<file path="src/rtl/ex_muldiv_unit.sv">
// ============================================================================
// Module      : ex_muldiv_unit
// Description : EX-stage iterative multiply/divide unit that owns HI/LO.
//               Optional MULDIV_FAST_MUL_EN: single-cycle combinational multiply.
// Revision    : 1.0 - initial release
// ============================================================================
`default_nettype none

module ex_muldiv_unit #(
  parameter int WIDTH = 32
) (
  input  logic             clk,
  input  logic             reset,
  input  logic             start,
  input  logic [2:0]       op,
  input  logic [WIDTH-1:0] rs_data,
  input  logic [WIDTH-1:0] rt_data,
  input  logic             flush,
  output logic             busy,
  output logic             done,
  output logic [WIDTH-1:0] hi,
  output logic [WIDTH-1:0] lo
);

  localparam int CW = (WIDTH > 1) ? $clog2(WIDTH) : 1;
  localparam logic [CW-1:0] c_LAST    = CW'(WIDTH - 1);
  localparam logic [2:0]    c_OP_MULT  = 3'd1;
  localparam logic [2:0]    c_OP_MULTU = 3'd2;
  localparam logic [2:0]    c_OP_DIV   = 3'd3;
  localparam logic [2:0]    c_OP_DIVU  = 3'd4;
  localparam logic [2:0]    c_OP_MTHI  = 3'd5;
  localparam logic [2:0]    c_OP_MTLO  = 3'd6;

  typedef enum logic [1:0] {
    ST_IDLE = 2'd0,
    ST_BUSY = 2'd1,
    ST_FIX  = 2'd2
  } state_t;

  state_t               r_state, w_state_next;
  logic [CW-1:0]        r_count;
  logic [2*WIDTH-1:0]   r_prod;
  logic [WIDTH-1:0]     r_opnd;
  logic [WIDTH-1:0]     r_hi, r_lo;
  logic                 r_is_div, r_neg_res, r_neg_rem, r_done;

  logic                 w_is_mul, w_is_div, w_is_signed, w_accept, w_div_zero, w_mul_fast;
  logic [WIDTH-1:0]     w_a_abs, w_b_abs;
  logic [WIDTH:0]       w_mul_sum, w_div_shift, w_div_diff;
  logic                 w_div_ge;
  logic [2*WIDTH-1:0]   w_mul_next, w_div_next, w_prod_fix, w_mul_init;
  logic [WIDTH-1:0]     w_quo_fix, w_rem_fix;

  assign w_is_mul    = (op == c_OP_MULT) || (op == c_OP_MULTU);
  assign w_is_div    = (op == c_OP_DIV)  || (op == c_OP_DIVU);
  assign w_is_signed = (op == c_OP_MULT) || (op == c_OP_DIV);
  assign w_accept    = (r_state == ST_IDLE) && start && (w_is_mul || w_is_div) && !flush;
  assign w_div_zero  = w_is_div && (rt_data == '0);
  assign w_a_abs     = (w_is_signed && rs_data[WIDTH-1]) ? -rs_data : rs_data;
  assign w_b_abs     = (w_is_signed && rt_data[WIDTH-1]) ? -rt_data : rt_data;

`ifdef MULDIV_FAST_MUL_EN
  assign w_mul_fast = w_is_mul;
  assign w_mul_init = {{WIDTH{1'b0}}, w_a_abs} * {{WIDTH{1'b0}}, w_b_abs};
`else
  assign w_mul_fast = 1'b0;
  assign w_mul_init = {{WIDTH{1'b0}}, w_b_abs};
`endif

  // Shift-add: upper half accumulates the multiplicand, multiplier consumed from bit 0
  assign w_mul_sum  = {1'b0, r_prod[2*WIDTH-1:WIDTH]} + (r_prod[0] ? {1'b0, r_opnd} : '0);
  assign w_mul_next = {w_mul_sum, r_prod[WIDTH-1:1]};

  // Restoring divide: upper half is the partial remainder, lower half shifts in quotient bits
  assign w_div_shift = {r_prod[2*WIDTH-1:WIDTH], r_prod[WIDTH-1]};
  assign w_div_diff  = w_div_shift - {1'b0, r_opnd};
  assign w_div_ge    = (w_div_shift >= {1'b0, r_opnd});
  assign w_div_next  = w_div_ge ? {w_div_diff[WIDTH-1:0], r_prod[WIDTH-2:0], 1'b1}
                                : {w_div_shift[WIDTH-1:0], r_prod[WIDTH-2:0], 1'b0};

  assign w_prod_fix = r_neg_res ? -r_prod : r_prod;
  assign w_quo_fix  = r_neg_res ? -r_prod[WIDTH-1:0] : r_prod[WIDTH-1:0];
  assign w_rem_fix  = r_neg_rem ? -r_prod[2*WIDTH-1:WIDTH] : r_prod[2*WIDTH-1:WIDTH];

  always_ff @(posedge clk or posedge reset) begin
    if (reset) r_state <= ST_IDLE;
    else       r_state <= w_state_next;
  end

  always_comb begin
    w_state_next = r_state;
    case (r_state)
      ST_IDLE: if (w_accept) w_state_next = (w_div_zero || w_mul_fast) ? ST_FIX : ST_BUSY;
      ST_BUSY: begin
        if (flush)                 w_state_next = ST_IDLE;
        else if (r_count == c_LAST) w_state_next = ST_FIX;
      end
      ST_FIX:  w_state_next = ST_IDLE;
      default: w_state_next = ST_IDLE;
    endcase
  end

  always_ff @(posedge clk or posedge reset) begin
    if (reset) begin
      r_count   <= '0;
      r_prod    <= '0;
      r_opnd    <= '0;
      r_hi      <= '0;
      r_lo      <= '0;
      r_is_div  <= 1'b0;
      r_neg_res <= 1'b0;
      r_neg_rem <= 1'b0;
      r_done    <= 1'b0;
    end else begin
      r_done <= 1'b0;
      if (r_state == ST_IDLE) begin
        if (start && !flush && op == c_OP_MTHI) r_hi <= rs_data;
        if (start && !flush && op == c_OP_MTLO) r_lo <= rs_data;
        if (w_accept) begin
          r_count  <= '0;
          r_is_div <= w_is_div;
          r_opnd   <= w_is_div ? w_b_abs : w_a_abs;
          // Divide by zero skips iteration and writes the raw dividend / all ones uncorrected
          if (w_div_zero) begin
            r_prod    <= {rs_data, {WIDTH{1'b1}}};
            r_neg_res <= 1'b0;
            r_neg_rem <= 1'b0;
          end else begin
            r_prod    <= w_is_div ? {{WIDTH{1'b0}}, w_a_abs} : w_mul_init;
            r_neg_res <= w_is_signed && (rs_data[WIDTH-1] ^ rt_data[WIDTH-1]);
            r_neg_rem <= w_is_signed && rs_data[WIDTH-1];
          end
        end
      end else if (r_state == ST_BUSY) begin
        if (!flush) begin
          r_count <= r_count + CW'(1);
          r_prod  <= r_is_div ? w_div_next : w_mul_next;
        end
      end else if (r_state == ST_FIX) begin
        if (!flush) begin
          if (r_is_div) {r_hi, r_lo} <= {w_rem_fix, w_quo_fix};
          else          {r_hi, r_lo} <= w_prod_fix;
          r_done <= 1'b1;
        end
      end
    end
  end

  assign busy = (r_state != ST_IDLE) || w_accept;
  assign done = r_done;
  assign hi   = r_hi;
  assign lo   = r_lo;

endmodule

`default_nettype wire

</file>
<file path="config.mk">
export PLATFORM = sky130hd
export DESIGN_NAME = ex_muldiv_unit
export DESIGN_NICKNAME = d
export VERILOG_FILES = /design/src/rtl/ex_muldiv_unit.sv
export SDC_FILE = /design/constraint.sdc
export NUM_CORES = 1
export LEC_CHECK = 0
export ABC_AREA = 1
export CAP_MARGIN = 10
export CORE_AREA = 2 2 258 260
export DETAILED_ROUTE_END_ITERATION = 12
export DIE_AREA = 0 0 260 262
export PLACE_DENSITY = 0.43
export SLEW_MARGIN = 10
export SYNTH_ARGS = -nofsm -noshare
export SYNTH_HDL_FRONTEND = slang
export SYNTH_SLANG_ARGS = --single-unit
</file>
<file path="constraint.sdc">
create_clock -name clk -period 13.5 [get_ports clk]
set_input_delay 2.7 -clock clk [delete_from_list [all_inputs] [get_ports clk]]
set_output_delay 2.7 -clock clk [all_outputs]
set_load 0.1 [all_outputs]
</file>
After elaboration in Yosys (flattened, before gate mapping)

Index checks and enable logic that the tools add are counted.

Memories: 0
Input bits: 71
Flip-flop bits (word level): 171
RAM bits: 0
Bits in read-only memories: 0
Output and inout bits: 66
Latch bits: 0

Add/sub/neg operators: 8
Shifts and indexed selects: 0
Order comparisons: 1
Multiplexer cells: 42
Eq/ne operators: 15
Divide/modulo/power cells: 0
Bitwise logic cells: 1
Multiply operators: 0
Reduce and logical (&&, ||, !) cells: 26

Operator list:

| cell                                                  | number |
|---|---|
| 2-to-1 mux 32 bit                                     | 19 |
| 2-to-1 mux 64 bit                                     | 8 |
| negation 32 bit                                       | 4 |
| negation 64 bit                                       | 1 |
| adder 32 x 32 -> 33 bit                               | 1 |
| greater-or-equal comparator 33 x 32 -> 1 bit          | 1 |
| zero test 32 bit                                      | 1 |
| subtractor 32 bit                                     | 1 |
| 2-to-1 mux 5 bit                                      | 4 |
| logical AND 1 bit                                     | 10 |
| == test 3 bit, second input constant                  | 3 |
| 2-to-1 mux 2 bit                                      | 4 |
| AND reduction 4 bit                                   | 2 |
| == test 3 x 2 -> 1 bit, second input constant         | 2 |
| 2-to-1 mux 1 bit                                      | 6 |
| inequality test 2 x 1 -> 1 bit, second input constant | 3 |
| nonzero test 2 bit                                    | 3 |
| adder 5 x 1 -> 5 bit, second input constant           | 1 |
| == test 5 bit, second input constant                  | 1 |
| logical OR 1 bit                                      | 5 |
| inequality test 2 bit, second input constant          | 2 |
| case mux 2 bit (2 select lines)                       | 1 |
| AND reduction 2 bit                                   | 2 |
| == test 3 x 1 -> 1 bit, second input constant         | 1 |
| 7 further kinds                                       | 7 |

Longest topological paths before layout

Depth after elaboration: 8
Depth in mapped cells: 21

Least setup slack after synthesis

No wires, ideal clock.

Kind: input port to output port
Start: input op[1]
End: output busy
Stages: 5
Data required time: 10800 ps
Arrival: 3739 ps
Path buffers: 0
Setup slack: 7061 ps
Cell sequence: inv_1 -> nand3_1 -> a21oi_2 -> nor2_1 -> inv_1

Cells in the longest elaborated chain, start to end: 6
Elaborated cells on any way between the ends: 10
Classes of those cells: eq/ne (4); reduce/logical (6)

Ends and longest elaborated chain:

| item                                           | RTL line | text |
|---|---|---|
| start: declaration                             | 15       | `input logic [2:0] op,` |
| == test 3 x 1 -> 1 bit (tied with other cells) | 54       | `assign w_is_mul = (op == c_OP_MULT) \|\| (op == c_OP_MULTU);` |
| logical OR 1 bit, on equally long branches     | 54, 55   |  |
| logical OR 1 bit (*)                           | 57       | `assign w_accept = (r_state == ST_IDLE) && start && (w_is_mul \|\| w_is_div) && !flush;` |
| logical AND 1 bit (*) (2 in a row)             | 57       |  |
| logical OR 1 bit (*)                           | 149      | `assign busy = (r_state != ST_IDLE) \|\| w_accept;` |
| end: declaration                               | 19       | `output logic busy,` |

Every way passes the cells marked *; elsewhere a longest branch is shown, timed or not.

Worst setup path after layout

Start: input op[0]
End: output busy

Same word-level chain as after synthesis.

==> results.toml <==
[timing]
finClkSkew_ps = 25.71
min_period_ps = 7987
hold_viol_final = 0
fmax_mhz = 125.2
slew_headroom_pct = 28.19
slew_violations = 0
rsz0062_at_grt = "false"
finalSetupViolCount = 0
worstMarginPinSlew_ps = 1076
setup_tns_ps = 0
period_share_pct = 59.16

[clocking]
numCtsBuffers = 17
clockBufferDepth = 2
postCtsHoldBufs = 0
cts_setup_buffers = 0
clk_latency_ps = 510
htreeDepth = 4
cts.sinks = 171
cts_tree = "done"
cts-root-buf = "clkbuf_16"
post_cts_resized = 0
clk_pin_slew_worst_paths_ps = 80

[flow_run]
cap_violations = 0

[power_and_ir_drop]
p_clk_share_pct = 7.5
seqPwrFrac_pct = 17.3
power_density_mw_per_mm2 = 321.7
p_leak_nw = 10.56
max-vdd-ir-drop_mv = 0.1487
finalPower_w = 0.006893
combPwrFrac_pct = 75.2
switchingPower_w = 0.004516
power.internal_w = 0.002376
p_sw_share_pct = 65.52

[finish]
seq_area_mm2 = 0.004285
diodes = 0
final_cell_mix = "nand2_1, inv_1, nor2_1"
syn2layout_area_growth_pct = 14.28
n_fill_cell = 7419
fin_area_mm2 = 0.02143
layout.cells.non_filler = 4203
final_nets = 3469
multiInputGateArea_mm2 = 0.01215
layout-drive-gt1-share_pct = 3.474
mostFrequentLayoutCell = "nand2_1"

[yosys]
synth_cell_types = 52
syn_area_mm2 = 0.01875
synthesis.instances = 3264
avgSynthCellArea_um2 = 5.744
ys_warn_count = 0
synth_fp_nets = 3407
ys_seq_area_share_pct = 22.82
synth-seq-cells = 171
async_reset_ff_share_pct = 100.0
synth-main-ff-cell = "dfrtp_1"
synth_edf_count = 0

[setup_path]
r2r_start = "r_prod[0]"
cp.required_ps = 10800
crit_type = "in -> out"
reg2reg_depth = 12
slowest_stage = "clkdlybuf4s50_1"
cp_max_fo = 32
start_kind = "input pin"
r2r-end = "r_prod[46]"
rrSetupSlack_ps = 9880
crit_arrival_ps = 5290
crit_path_max_incr_delay_ps = 1130
end_kind = "primary output"
path_buf_inv = 5
critPathTopFamily = "buffers and inverters"
path_cells = "clkdlybuf4s50_1 > inv_1 > nand3_1 > a21oi_2 > buf_4 > nor2_1 > inv_1 > clkdlybuf4s50_1"

[routing]
routed_wl_um = 103700
drtAntennaViolNets = 0
vias = 22240
avgRoutedWirePerCell_um = 24.67
drt-initial-drc-count = 2239
drc_errors = 0
dr.pass1.iters = 5
via_per_inst = 5.291

[global_routing]
grt_overflow = 0
grt_pass1_wl_um = 148800
grt.total_usage_pct = 30.34
grt_pass1_vias = 21150
grt_max_degree = 74
antenna_found_initial = 5

[die]
ios = 137
die_area_mm2 = 0.06812
core-area_mm2 = 0.06528
die_h_um = 262
die_x_um = 260
start_util_pct = 28.72
rows = 94

[worst_hold_path]
holdPathEnd = "lo[2]"
hold_depth = 2
min_path_type = "reg -> reg"
min_from = "lo[2]"

[place]
place_inst = 4171
place_congestion = 0.9836
placed_cell_area_mm2 = 0.02085
hpwl_um = 84370
port_buffers = 136

[outcome]
status = "finished, final reports clean"
==> power groups by stage <==
stage,Combinational (W),Clock (W),Sequential [W]
floorplan,0.00284,0,0.00163
global placement,0.00514,0,0.00119
detailed placement,0.00512,0,0.00119
CTS,0.00514,0.000529,0.00118
global route,0.00562,0.000550,0.00121
finish,0.00518,0.000518,0.00119
==> worst max-delay path by stage <==
| stage | from | to | cells past startpoint |
|---|---|---|---|
| floorplan | reset | done | 1 |
| global placement | op[0] | busy | 8 |
| detailed placement | op[0] | busy | 8 |
| CTS | op[0] | busy | 8 |
| global route | op[1] | busy | 8 |
| finish | op[0] | busy | 8 |
==> routing by layer <==
layer	share of wire, %	routed length [µm]	vias up	global-route usage [%]
met5	0.031	32	-	0
met4	3.9	4031	4	11.05
met3	5.7	5894	134	4.823
met2	45	47120	811	48.82
met1	45	46620	10730	40.99
li1	-	-	10560	-
==> stage by stage <==
| step | utilization [%] | hold WS [ps] | setup WS [ps] |
|---|---|---|---|
| final | 32.83 | 495.7 | 5513 |
| after global routing | 32.83 | 532.4 | 5415 |
| after CTS | 32.83 | 505.7 | 5532 |
| after detailed placement | 31.94 | 482.1 | 5543 |
| after global placement | 31.94 | 473.8 | 5508 |
| after floorplan | - | 472.3 | 6168 |
==> tightest hold or removal path, cell delays in order, from the launching register on <==
cell,delay [ps]
dfrtp_1,360
nand2_1,50
nand2_1,60
==> layout make-up <==
class                           count  share of cell area [%]
Tap cell                          864                   5.045
Multi-Input combinational cell   2498                   56.70
Timing Repair Buffer              156                   7.054
Inverter                          482                   8.490
Sequential cell                   171                   20.00
Clock buffer                       18                   2.003
Clock inverter                     14                  0.7066
==> cells in the mapped netlist, types with 10 or more instances <==
cell type,n,area [µm²]
nor2_2,11,68.82
xor2_1,75,656.9
o21ai_1,16,80.08
nand2_1,957,3592
clkbuf_1,44,165.2
nor2_1,438,1644
nor3_1,30,150.1
nand4_1,31,193.9
buf_2,46,230.2
ha_1,70,875.8
o221ai_1,17,148.9
o211ai_1,31,232.7
a31oi_1,44,275.3
nand3b_1,10,75.07
o21ai_0,192,960.9
buf_1,18,67.56
dfrtp_1,171,4279
inv_2,13,48.80
nand3_1,312,1562
a21oi_1,184,920.9
inv_1,468,1757
==> sequential cells by signal (all words and copies together), names as in the netlist <==
register,flops
lo,32
r_prod,64
done,1
hi,32
r_count,5
r_opnd,32
r_is_div,1
r_state,2
r_neg_rem,1
r_neg_res,1
==> kinds of logic (layout without fill, tap and decap cells) <==
kind of cell,after synthesis,count (layout),share of synthesized area [%]
flip-flops,171,171,22.82
adder cells (fa/ha/maj),72,72,4.885
AND/OR/NAND/NOR,1825,1825,40.53
XOR/XNOR,84,84,3.924
multiplexers,2,2,0.1068
AO/OA/AOI/OAI,515,515,15.30
buffers and inverters,595,670,12.43
(Power assumes the default switching activity.)
